--- config.mk ---
export PLATFORM = sky130hd
export DESIGN_NAME = overflow_monitor_flat
export DESIGN_NICKNAME = d
export VERILOG_FILES = /design/src/rtl/ovf_mon_if.sv /design/src/rtl/overflow_monitor.sv /design/src/flat_wrapper.sv
export SDC_FILE = /design/constraint.sdc
export NUM_CORES = 1
export LEC_CHECK = 0
export BUFFER_PORTS_ARGS = -buffer_cell sky130_fd_sc_hd__buf_2
export CORE_UTILIZATION = 44
export DETAILED_ROUTE_END_ITERATION = 8
export GPL_TIMING_DRIVEN = 1
export HOLD_SLACK_MARGIN = 0.03
export PLACE_DENSITY = 0.75
export SYNTH_ARGS = -nofsm -noshare
export SYNTH_HDL_FRONTEND = slang
export SYNTH_SLANG_ARGS = --single-unit
--- constraint.sdc ---
create_clock -name clk -period 2.6 [get_ports clk]
set_clock_uncertainty 0.15 [all_clocks]
set_input_delay 0.13 -clock clk [delete_from_list [all_inputs] [get_ports clk]]
set_output_delay 0.13 -clock clk [all_outputs]
set_load 0.02 [all_outputs]
--- src/rtl/ovf_mon_if.sv ---
// Bus between the overflow monitor and its environment: upstream counter status in,
// counter re-arm pulse, event count, interrupt handshake and captured values out.
interface ovf_mon_if #(
    parameter int CNT_WIDTH = 4,
    parameter int EVT_WIDTH = 8
);
    logic [CNT_WIDTH-1:0] counter_in;
    logic                 overflow_in;
    logic                 clear_req;
    logic                 irq_ack;
    logic                 counter_clear;
    logic [EVT_WIDTH-1:0] event_count;
    logic                 irq;
    logic [CNT_WIDTH-1:0] snapshot;
    logic [15:0]          last_event_ts;

    modport master (
        output counter_in, overflow_in, clear_req, irq_ack,
        input  counter_clear, event_count, irq, snapshot, last_event_ts
    );

    modport slave (
        input  counter_in, overflow_in, clear_req, irq_ack,
        output counter_clear, event_count, irq, snapshot, last_event_ts
    );
endinterface

--- src/rtl/overflow_monitor.sv ---
// Overflow monitor: counts rising edges of the upstream sticky overflow flag, pulses a
// counter re-arm, raises a one-shot irq at THRESHOLD. Macro OVF_MONITOR_TIMESTAMP_EN adds event timestamps.
module overflow_monitor #(
    parameter int CNT_WIDTH = 4,
    parameter int EVT_WIDTH = 8,
    parameter int THRESHOLD = 3
) (
    input  logic     clk,
    input  logic     reset,
    ovf_mon_if.slave bus
);

    typedef enum logic {IDLE, CLR} state_e;

    localparam logic [EVT_WIDTH-1:0] CNT_MAX = '1;
    localparam logic [EVT_WIDTH-1:0] THR     = EVT_WIDTH'(THRESHOLD);

    state_e               state_q, state_d;
    logic                 ovf_q, ovf_d;
    logic                 clr_q, clr_d;
    logic [EVT_WIDTH-1:0] cnt_q, cnt_d;
    logic                 irq_q, irq_d;
    logic                 armed_q, armed_d;
    logic [CNT_WIDTH-1:0] snap_q, snap_d;

    logic                 evt;
    logic                 inc;
    logic                 fire;
    logic [EVT_WIDTH-1:0] cnt_base;
    logic                 armed_base;

    always_comb begin
        // The flag stays high while upstream is being cleared; ovf_q masks it in CLR.
        evt        = bus.overflow_in && !ovf_q && (state_q == IDLE);
        ovf_d      = bus.overflow_in;

        // clear_req is applied first, then a coincident event increments from zero.
        cnt_base   = bus.clear_req ? '0   : cnt_q;
        armed_base = bus.clear_req ? 1'b1 : armed_q;
        snap_d     = bus.clear_req ? bus.counter_in : snap_q;

        inc        = evt && (cnt_base != CNT_MAX);
        cnt_d      = inc ? cnt_base + 1'b1 : cnt_base;
        fire       = inc && ((cnt_base + 1'b1) == THR) && armed_base;
        armed_d    = fire ? 1'b0 : armed_base;
        irq_d      = fire || (irq_q && !bus.irq_ack);

        state_d    = IDLE;
        case (state_q)
            IDLE:    state_d = evt ? CLR : IDLE;
            CLR:     state_d = IDLE;
            default: state_d = IDLE;
        endcase
        clr_d      = (state_d == CLR);
    end

    always_ff @(posedge clk or negedge reset) begin
        if (!reset) begin
            state_q <= IDLE;
            ovf_q   <= 1'b0;
            clr_q   <= 1'b0;
            cnt_q   <= '0;
            irq_q   <= 1'b0;
            armed_q <= 1'b1;
            snap_q  <= '0;
        end else begin
            state_q <= state_d;
            ovf_q   <= ovf_d;
            clr_q   <= clr_d;
            cnt_q   <= cnt_d;
            irq_q   <= irq_d;
            armed_q <= armed_d;
            snap_q  <= snap_d;
        end
    end

    assign bus.counter_clear = clr_q;
    assign bus.event_count   = cnt_q;
    assign bus.irq           = irq_q;
    assign bus.snapshot      = snap_q;

`ifdef OVF_MONITOR_TIMESTAMP_EN
    logic [15:0] cyc_q, cyc_d;
    logic [15:0] ts_q, ts_d;

    always_comb begin
        cyc_d = cyc_q + 16'd1;
        ts_d  = evt ? cyc_q : ts_q;
    end

    always_ff @(posedge clk or negedge reset) begin
        if (!reset) begin
            cyc_q <= '0;
            ts_q  <= '0;
        end else begin
            cyc_q <= cyc_d;
            ts_q  <= ts_d;
        end
    end

    assign bus.last_event_ts = ts_q;
`else
    assign bus.last_event_ts = 16'h0000;
`endif

endmodule

--- src/flat_wrapper.sv ---
// flat-port wrapper written by rule: the top's interface ports become plain ports
module overflow_monitor_flat 
#(
    parameter int CNT_WIDTH = 4,
    parameter int EVT_WIDTH = 8,
    parameter int THRESHOLD = 3
)
  (clk, reset, bus_counter_in, bus_overflow_in, bus_clear_req, bus_irq_ack, bus_counter_clear, bus_event_count, bus_irq, bus_snapshot, bus_last_event_ts);
  ovf_mon_if #(.CNT_WIDTH(CNT_WIDTH), .EVT_WIDTH(EVT_WIDTH)) bus_i ();
  input  logic clk;
  input  logic reset;
  input wire logic [$bits(bus_i.counter_in)-1:0] bus_counter_in;
  input wire logic [$bits(bus_i.overflow_in)-1:0] bus_overflow_in;
  input wire logic [$bits(bus_i.clear_req)-1:0] bus_clear_req;
  input wire logic [$bits(bus_i.irq_ack)-1:0] bus_irq_ack;
  output wire logic [$bits(bus_i.counter_clear)-1:0] bus_counter_clear;
  output wire logic [$bits(bus_i.event_count)-1:0] bus_event_count;
  output wire logic [$bits(bus_i.irq)-1:0] bus_irq;
  output wire logic [$bits(bus_i.snapshot)-1:0] bus_snapshot;
  output wire logic [$bits(bus_i.last_event_ts)-1:0] bus_last_event_ts;
  assign bus_i.counter_in = bus_counter_in;
  assign bus_i.overflow_in = bus_overflow_in;
  assign bus_i.clear_req = bus_clear_req;
  assign bus_i.irq_ack = bus_irq_ack;
  assign bus_counter_clear = bus_i.counter_clear;
  assign bus_event_count = bus_i.event_count;
  assign bus_irq = bus_i.irq;
  assign bus_snapshot = bus_i.snapshot;
  assign bus_last_event_ts = bus_i.last_event_ts;
  overflow_monitor #(.CNT_WIDTH(CNT_WIDTH), .EVT_WIDTH(EVT_WIDTH), .THRESHOLD(THRESHOLD)) u_core (.clk(clk), .reset(reset), .bus(bus_i));
endmodule
==> results.tsv <==
metric	value	unit
cts_sinks	16	
die_x	46.7	um
report.final.slew_viol_count	0	
synthArstFlopShare	100	%
drc_errors	0	
io_buffers	22	
period_share	60.2	%
die_h	46.7	um
cp.required	2.63	ns
fmax	639	MHz
cap_violations	0	
grt_antenna_before_repair	0	
ys_ff_latch	16	
yosys.area.top_type	dfrtp_1	
cts_root_buf	clkbuf_4	
rows	15	
p_leak	0.501	nW
nets	117	
cp_max_fo	8	
grt_max_degree	17	
postRouteAntennaNets	0	
cp-startpoint	u_core.bus.event_count[1]	
hold-worst-slack	0.0701	ns
p_per_area	502	nW/um^2
overflow	0	
hpwlAfterDp	1080	um
yosysUniqueCellTypes	35	
hold_class	in -> reg	
synth_cells	78	
fin_area	1040	sq um
setup.worst_path.end_class	flop	
worst_ep_arrival_time	1.60	ns
tns	0	ns
hold_viol	0	
seq_area_frac_synth	45.6	%
synth_top_area_share	42.6	%
dr_total_vias	647	
layout-drive-gt1-share	34.6	%
cts_setup_buffers	0	
ys_top_cells_by_area	dfrtp_1 (43%), buf_4 (14%), mux2_2 (5.1%)	
fillers	161	
netlist_area	881	sq um
wire_per_inst	12.4	um
synth_common_cells	buf_4 (16), dfrtp_1 (15), a21oi_1 (4), mux2_2 (4), nor2_1 (4)	
first_pass_iters	4	
grt_pass1_vias	557	
tritoncts	built	
areaGrowthSynthToFinish	17.8	%
min_period	1.57	ns
worstSkewPairLatency	0.28	ns
status	finished, final reports clean	
cts_made_buffers	3	
n_antenna_cell	0	
drtIter0Drc	9	
clkSlewWorstSetupHoldPaths	0.09	ns
synth_edf_count	0	
routed_wl	1640	um
setup_violations	0	
grt_pass1_wl	2570	um
critPathKind	reg -> reg	
layout_setup_ws	1.03	ns
rsz0062_at_grt	false	
critPathLaunchType	flop	
hp-start	bus_clear_req	
core-area	1800	sq um
yosysMostFrequentCell	buf_4	
ys_warn_count	0	
grtUsageTotal	17.6	%
initial_core_util	48.9	%
gp_congestion	0.868	
fin_cells	132	
vias_per_cell	4.90	
avgSynthCellArea	11.3	sq um
r2r_start	u_core.bus.event_count[1]	
placed_area	931	sq um
io_pins	39	
synthFlopType	dfrtp_1	
clk_path_buf_depth	2	
dp_slack	1.07	ns
die-area	2180	sq um
irDropWorstVdd	0.000338	V
cts.htree.levels	1	
place_inst	121	
-- worst paths after layout --
| check | end | slack [ns] | cells after the start |
|---|---|---|---|
| min in group asynchronous | u_core.ovf_q | 0.13 | 2 |
| setup reg to reg | u_core.bus.event_count[1] | 1.03 | 3 |
| hold / removal | u_core.bus.event_count[2] | 0.07 | 2 |
| hold reg to reg | u_core.bus.snapshot[1] | 0.37 | 1 |
| setup / recovery | u_core.bus.event_count[1] | 1.03 | 3 |
| max in group asynchronous | u_core.armed_q | 1.87 | 2 |
-- worst max-delay path: stages, from the launching register on --
cell and delay (ns):
dfrtp_1 0.46, and4_1 0.43, a31oi_4 0.13, a311oi_1 0.29
-- repair_timing --
action                    in CTS  in global routing
resized for setup              0                  0
hold buffers                   7                  0
hold endpoints to repair      22                  0
-- layout by cell type, fill, tap and decap left out, drive strengths merged, types with 2 or more instances in the layout --
cell,count
a211oi,2
a21oi,4
a311oi,3
a31oi,3
buf,22
clkbuf,4
conb,16
dfrtp,15
dlygate4sd3,7
mux2,4
nor2,4
nor2b,2
-- cells by family after synthesis --
logic type	count (synthesis)	share of synthesized area, %
flops	16	45.6
xor+xnor	1	0.994
simple gates	18	13.6
mux	4	5.11
other cells	1	0.426
compound gates	17	16.1
buf+inv	21	18.2
-- layer usage --
metal | track usage [%] | share of wire, %
met1 | 23.2 | 46
met2 | 26.7 | 47
met3 | 3.85 | 5.6
met4 | 10.3 | 1.2
met5 | 0 | 0
-- per-stage QoR --
step | util, % | total power [mW]
global placement | 51.7 | 0.353
CTS | 57.6 | 0.525
finish | 57.6 | 0.521
floorplan | - | 0.349
global route | 57.6 | 0.551
detailed placement | 51.7 | 0.355
-- where the power goes --
group / leakage, nW / total, mW / switching, mW / internal, mW
Sequential: 0.206 / 0.269 / 0.00946 / 0.260
Combinational: 0.274 / 0.0889 / 0.0569 / 0.0320
Clock: 0.0210 / 0.163 / 0.0773 / 0.0852
Total: 0.501 / 0.521 / 0.144 / 0.377
-- registers in the layout, summed over array words and instances (netlist names) --
| signal | cells |
|---|---|
| u_core.armed_q | 1 |
| u_core.state_q | 1 |
| u_core.bus.irq | 1 |
| u_core.ovf_q | 1 |
| u_core.bus.event_count | 8 |
| u_core.bus.snapshot | 4 |
-- layout make-up --
| cell class | count | area, sq um | share of cell area, % |
|---|---|---|---|
| multi-input cells | 56 | 375 | 36.2 |
| flip-flops and latches | 16 | 402 | 38.7 |
| inverters | 2 | 12.5 | 1.21 |
| well taps | 25 | 31.3 | 3.02 |
| repair buffers | 29 | 180 | 17.4 |
| clock buffers | 4 | 36.3 | 3.50 |
Power figures use the tool's default switching activity.
